### src/rtl/gfx_pkg.sv
// gfx_pkg: shared types, constants and helpers for the gfx layer selector.
package gfx_pkg;

    localparam int DEF_CW    = 8;
    localparam int DEF_N_SRC = 4;
    localparam int BORDER_W  = 4;

    typedef struct packed {
        logic [DEF_CW-1:0] r;
        logic [DEF_CW-1:0] g;
        logic [DEF_CW-1:0] b;
    } rgb_t;

    // Width needed to hold indices 0..n-1, never less than one bit.
    function automatic int clog2(input int n);
        int w;
        w = 0;
        while ((1 << w) < n) begin
            w = w + 1;
        end
        return (w < 1) ? 1 : w;
    endfunction

endpackage

### src/rtl/gfx_layer_sel_btn_debounce.sv
// btn_debounce: two-flop synchroniser, stability counter, accepted level and
// a one-cycle press pulse on an accepted 0->1 transition.
module btn_debounce #(
    parameter int DB_CYCLES = 250000
) (
    input  logic clk,
    input  logic rst,
    input  logic i_btn,
    output logic o_press
);

    localparam int CNT_W = (DB_CYCLES > 1) ? $clog2(DB_CYCLES) : 1;
    localparam logic [CNT_W-1:0] CNT_MAX = CNT_W'(DB_CYCLES - 1);

    logic             r_sync1;
    logic             r_sync2;
    logic             r_level;
    logic             r_press;
    logic [CNT_W-1:0] r_cnt;

    // Synchronise, then accept a new level only after it has held for DB_CYCLES clocks.
    always_ff @(posedge clk) begin
        if (rst) begin
            r_sync1 <= 1'b0;
            r_sync2 <= 1'b0;
            r_level <= 1'b0;
            r_press <= 1'b0;
            r_cnt   <= '0;
        end else begin
            r_sync1 <= i_btn;
            r_sync2 <= r_sync1;
            r_press <= 1'b0;
            if (r_sync2 != r_level) begin
                if (r_cnt == CNT_MAX) begin
                    r_level <= r_sync2;
                    r_cnt   <= '0;
                    r_press <= r_sync2;
                end else begin
                    r_cnt <= r_cnt + 1'b1;
                end
            end else begin
                r_cnt <= '0;
            end
        end
    end

    assign o_press = r_press;

endmodule

### src/rtl/gfx_layer_sel.sv
// gfx_layer_sel: picks one of N_SRC RGB sources for the HDMI encoder, blanks
// pixels outside the visible frame, and applies source/invert changes only on
// a v_sync rising edge so a frame is never torn.
// Optional macro GFX_BORDER_EN: forces a BORDER_W-pixel all-ones frame border.
module gfx_layer_sel
    import gfx_pkg::*;
#(
    parameter int H_RES     = 1280,
    parameter int V_RES     = 720,
    parameter int CW        = DEF_CW,
    parameter int N_SRC     = DEF_N_SRC,
    parameter int DB_CYCLES = 250000
) (
    input  logic                    clk,
    input  logic                    rst,
    input  logic [15:0]             i_x,
    input  logic [15:0]             i_y,
    input  logic                    i_v_sync,
    input  logic [2:0]              i_btn,
    input  logic [N_SRC*3*CW-1:0]   i_src_rgb,
    output logic [clog2(N_SRC)-1:0] o_sel,
    output logic [CW-1:0]           o_red,
    output logic [CW-1:0]           o_green,
    output logic [CW-1:0]           o_blue
);

    localparam int SEL_W = clog2(N_SRC);
    localparam logic [SEL_W-1:0] SEL_MAX = SEL_W'(N_SRC - 1);
    localparam logic signed [15:0] H_S  = 16'(H_RES);
    localparam logic signed [15:0] V_S  = 16'(V_RES);

    logic [2:0]        w_press;
    logic [SEL_W-1:0]  r_pend_sel;
    logic              r_pend_inv;
    logic              r_act_inv;
    logic [SEL_W-1:0]  r_sel;
    logic              r_vs_d;
    logic [3*CW-1:0]   w_src;
    logic              w_in_frame;
    logic signed [15:0] w_x;
    logic signed [15:0] w_y;
    logic [3*CW-1:0]   r_s1_rgb;
    logic              r_s1_in;
    logic              r_s1_border;
    logic              w_border;
    logic [3*CW-1:0]   w_s2;
    logic [3*CW-1:0]   r_out;

    for (genvar gi = 0; gi < 3; gi++) begin : g_btn
        btn_debounce #(.DB_CYCLES(DB_CYCLES)) u_db (
            .clk     (clk),
            .rst     (rst),
            .i_btn   (i_btn[gi]),
            .o_press (w_press[gi])
        );
    end

    // Pending selection/invert follow presses; active copies load on v_sync rise.
    always_ff @(posedge clk) begin
        if (rst) begin
            r_pend_sel <= '0;
            r_pend_inv <= 1'b0;
            r_act_inv  <= 1'b0;
            r_sel      <= '0;
            r_vs_d     <= 1'b0;
        end else begin
            r_vs_d <= i_v_sync;
            if (w_press[0] && !w_press[1]) begin
                r_pend_sel <= (r_pend_sel == SEL_MAX) ? '0 : r_pend_sel + 1'b1;
            end else if (w_press[1] && !w_press[0]) begin
                r_pend_sel <= (r_pend_sel == '0) ? SEL_MAX : r_pend_sel - 1'b1;
            end
            if (w_press[2]) begin
                r_pend_inv <= ~r_pend_inv;
            end
            // A press on this same cycle only reaches pending, so it waits for the next edge.
            if (i_v_sync && !r_vs_d) begin
                r_sel     <= r_pend_sel;
                r_act_inv <= r_pend_inv;
            end
        end
    end

    // Source mux and frame-region decode for stage 1.
    always_comb begin
        w_src = '0;
        for (int k = 0; k < N_SRC; k++) begin
            if (r_sel == SEL_W'(k)) begin
                w_src = i_src_rgb[k*3*CW +: 3*CW];
            end
        end
        w_x = $signed(i_x);
        w_y = $signed(i_y);
        w_in_frame = (w_x >= 16'sd0) && (w_x < H_S) && (w_y >= 16'sd0) && (w_y < V_S);
`ifdef GFX_BORDER_EN
        w_border = (w_x < 16'(BORDER_W)) || (w_x >= 16'(H_RES - BORDER_W)) ||
                   (w_y < 16'(BORDER_W)) || (w_y >= 16'(V_RES - BORDER_W));
`else
        w_border = 1'b0;
`endif
    end

    // Stage 1: register selected pixel and region flags.
    always_ff @(posedge clk) begin
        if (rst) begin
            r_s1_rgb    <= '0;
            r_s1_in     <= 1'b0;
            r_s1_border <= 1'b0;
        end else begin
            r_s1_rgb    <= w_src;
            r_s1_in     <= w_in_frame;
            r_s1_border <= w_border;
        end
    end

    // Stage 2 value: blank, border, inverted or passthrough.
    always_comb begin
        w_s2 = '0;
        if (r_s1_in) begin
            if (r_s1_border) begin
                w_s2 = '1;
            end else if (r_act_inv) begin
                w_s2 = ~r_s1_rgb;
            end else begin
                w_s2 = r_s1_rgb;
            end
        end
    end

    // Stage 2: register the output pixel.
    always_ff @(posedge clk) begin
        if (rst) begin
            r_out <= '0;
        end else begin
            r_out <= w_s2;
        end
    end

    assign o_sel   = r_sel;
    assign o_red   = r_out[3*CW-1:2*CW];
    assign o_green = r_out[2*CW-1:CW];
    assign o_blue  = r_out[CW-1:0];

endmodule

### config.mk
export PLATFORM = sky130hd
export DESIGN_NAME = gfx_layer_sel
export DESIGN_NICKNAME = d
export VERILOG_FILES = /design/src/rtl/gfx_pkg.sv /design/src/rtl/gfx_layer_sel_btn_debounce.sv /design/src/rtl/gfx_layer_sel.sv
export SDC_FILE = /design/constraint.sdc
export NUM_CORES = 1
export LEC_CHECK = 0
export CORE_MARGIN = 8
export CORE_UTILIZATION = 50
export DETAILED_ROUTE_END_ITERATION = 7
export PLACE_DENSITY_LB_ADDON = 0.15
export RECOVER_POWER = 50
export SYNTH_ARGS = -nofsm -noshare
export SYNTH_HDL_FRONTEND = slang
export SYNTH_HIERARCHICAL = 1
export SYNTH_SLANG_ARGS = --single-unit
### constraint.sdc
create_clock -name clk -period 3.7 [get_ports clk]
set_input_delay 0.37 -clock clk [delete_from_list [all_inputs] [get_ports clk]]
set_output_delay 0.37 -clock clk [all_outputs]
set_load 0.05 [all_outputs]
==> results_dict.tcl <==
set metrics [dict create \
    hold_viol_final 0 \
    nets 806 \
    critPathTopFamily "buffers and inverters" \
    antenna_found_initial 0 \
    cp_max_fo 14 \
    placed_cell_area_um2 6860 \
    grt_pass1_wl_um 22200 \
    fin_crit_ns 2.70 \
    violations "capacitance limit, slew limit" \
    power.density_nw_per_um2 433 \
    fmax_mhz 371 \
    die_area_um2 14200 \
    drt_wl_total_um 13400 \
    synth_flop_cell "dfxtp_1" \
    skew_ns 0.00548 \
    hold_ws_ns 0.411 \
    wl_per_cell_um 16.4 \
    cap_violations 1 \
    period_share_pct 72.9 \
    clk_pin_slew_ns 0.06 \
    maxSlewHeadroom_pct -9.33 \
    worstSetupPathType "register to output port" \
    cts-buffers-inserted 17 \
    wl_met1_um 5110 \
    grt_max_degree 37 \
    drive_above_1_share_pct 10.3 \
    vias 4298 \
    synthCells 517 \
    cts_num_sinks 122 \
    cp_cell_sequence "clkdlybuf4s50_1" \
    viasPerCell 5.27 \
    cp.required_ns 3.33 \
    setup_viol 0 \
    fp.coreArea_um2 10300 \
    place_hpwl_um 9600 \
    critical-path-slowest-cell "clkdlybuf4s50_1" \
    max_stage_delay_ns 0.95 \
    dieHeight_um 119 \
    synth_nets 657 \
    area_growth_pct 40.5 \
    utilization_pct 72.4 \
    highest_layer "met4" \
    critPathBufInv 1 \
    final_area_um2 7470 \
    synth.avg_cell_area_um2 10.3 \
    yosysSeqAreaShare_pct 45.9 \
    cts_resized 0 \
    rows 37 \
    clockRootBuffer "clkbuf_8" \
    holdCritPathClass "primary input to register" \
    grt_overflow 0 \
    ios 160 \
    post_cts_buffers 0 \
    htreeDepth 4 \
    async_flop_share_pct 0 \
    ctsHoldBuffers 0 \
    end_kind "output port" \
    clkLatencyLatePin_ns 0.51 \
    p_leak_nw 2.47 \
    gp_congestion 0.882 \
    start_util_pct 51.5 \
    final_antenna_net_count 0 \
    final-max-slew-violation-count 37 \
    status "complete, but fails checks" \
    ys_types 35 \
    tritoncts "done" \
    met3_wirelength_um 790 \
    synth_area_um2 5320 \
    fillers 752 \
    fp.dieW_um 119 \
    critPathLaunchType "register" \
    grt_use_total_pct 19.3 \
    grt_setup_unrepaired "false" \
    peakVddDrop_mv 0.487 \
    finalSetupTns_ns 0 \
    dr.pass1.iters 5 \
    ys_warn_count 6 \
    clockBufferDepth 2 \
    drc_errors 0 \
    wl_met2_um 7330 \
    drt_iter0_drc 212 \
    synth.ff_latch_count 122 \
    grt_pass1_vias 4460 \
    n_antenna_cell 0 \
    synth_edf_count 0 \
    place.port_buffers 147 \
    crit_arrival_ns 2.33 \
    tightest_slew_ns 1.64 \
]
## per-layer routing
layer	vias to the layer above	track usage [%]
met5	-	0
met4	0	5.85
met3	18	5.43
met2	141	35.6
met1	2043	20.9
li1	2096	-
## layout make-up
| type | count | area, um2 | share of cell area [%] |
|---|---|---|---|
| Sequential cell | 122 | 2440 | 32.7 |
| Clock buffer | 19 | 442 | 5.91 |
| Tap cell | 136 | 170 | 2.28 |
| Inverter | 15 | 56.3 | 0.754 |
| Timing Repair Buffer | 151 | 1490 | 19.9 |
| Multi-Input combinational cell | 359 | 2700 | 36.1 |
| Clock inverter | 13 | 174 | 2.33 |
## cell families after synthesis
kind of cell	share of synthesized area [%]
DFF	45.9
buffers and inverters	3.32
adders and majority gates	1.41
muxes	10.9
xor gates and xnor gates	12.2
and+or+nand+nor	23.8
AOI/OAI and AO/OA	2.38
## through the flow
stage	power, mW	worst slack, ns	instances
after floorplan	1.42	1.94	517
after global placement	1.56	1.82	783
after detailed placement	1.56	1.79	783
after CTS	3.26	1.27	815
after global routing	3.34	0.751	815
final	3.23	1.00	815
## flip-flops by register name (all words and copies together), names as in the netlist
signal and cells:
g_btn.u_db/r_sync2 3, r_s1_in 1, g_btn.u_db/o_press 3, r_vs_d 1
r_pend_inv 1, r_out 24, g_btn.u_db/r_cnt 54, r_act_inv 1
g_btn.u_db/r_level 3, r_pend_sel 2, r_s1_rgb 24, o_sel 2
g_btn.u_db/r_sync1 3
## Yosys cell counts (4+ instances only)
| cell type | count | area share, % |
|---|---|---|
| a21oi_1 | 7 | 0.66 |
| buf_2 | 6 | 0.56 |
| clkbuf_1 | 9 | 0.64 |
| dfxtp_1 | 122 | 46 |
| ha_1 | 6 | 1.4 |
| inv_1 | 15 | 1.1 |
| mux2i_1 | 4 | 0.75 |
| mux4_2 | 24 | 10 |
| nand2_1 | 7 | 0.49 |
| nand3_1 | 15 | 1.4 |
| nand4_1 | 15 | 1.8 |
| nor2_1 | 86 | 6.1 |
| nor2b_1 | 36 | 4.2 |
| nor3_1 | 13 | 1.2 |
| nor4_1 | 24 | 2.8 |
| nor4b_1 | 6 | 0.99 |
| o21ai_0 | 5 | 0.47 |
| or3_1 | 6 | 0.71 |
| xnor2_1 | 71 | 12 |
## path summary, 6_finish.rpt
kind	depth (start not counted)	slack, ns	start	to
setup / recovery	1	1.00	o_sel[0]$_SDFFE_PP0P_	o_sel[0]
hold / removal	2	0.41	rst	g_btn[1].u_db/r_sync2$_SDFF_PP0_
setup reg to reg	3	1.01	o_sel[0]$_SDFFE_PP0P_	r_s1_rgb[1]$_SDFF_PP0_
hold reg to reg	1	0.44	g_btn[0].u_db/r_sync1$_SDFF_PP0_	g_btn[0].u_db/r_sync2$_SDFF_PP0_
## cell usage in the layout (no fill, tap or decap), types with 4 or more instances in the layout
cell type / netlist / routed
clkdlybuf4s50_1: 0 / 141
nor2b_1: 36 / 36
clkbuf_16: 0 / 16
mux2i_1: 4 / 4
mux4_2: 24 / 24
nand3_1: 15 / 15
nor2_1: 86 / 86
nor3_1: 13 / 13
inv_1: 15 / 15
nand4_1: 15 / 15
nor4b_1: 6 / 6
a21oi_1: 7 / 7
ha_1: 6 / 6
o21ai_0: 5 / 5
dfxtp_1: 122 / 122
dlygate4sd3_1: 0 / 5
xnor2_1: 71 / 71
bufinv_16: 0 / 4
clkinv_2: 0 / 6
nand2_1: 7 / 7
nor4_1: 24 / 24
or3_1: 6 / 6
## report_power, final
part	internal [mW]	switching [mW]
clock network	1.12	0.577
registers	1.33	0.00888
logic	0.148	0.0454
total	2.60	0.631
Note: power is estimated with default switching activity, not from simulation.
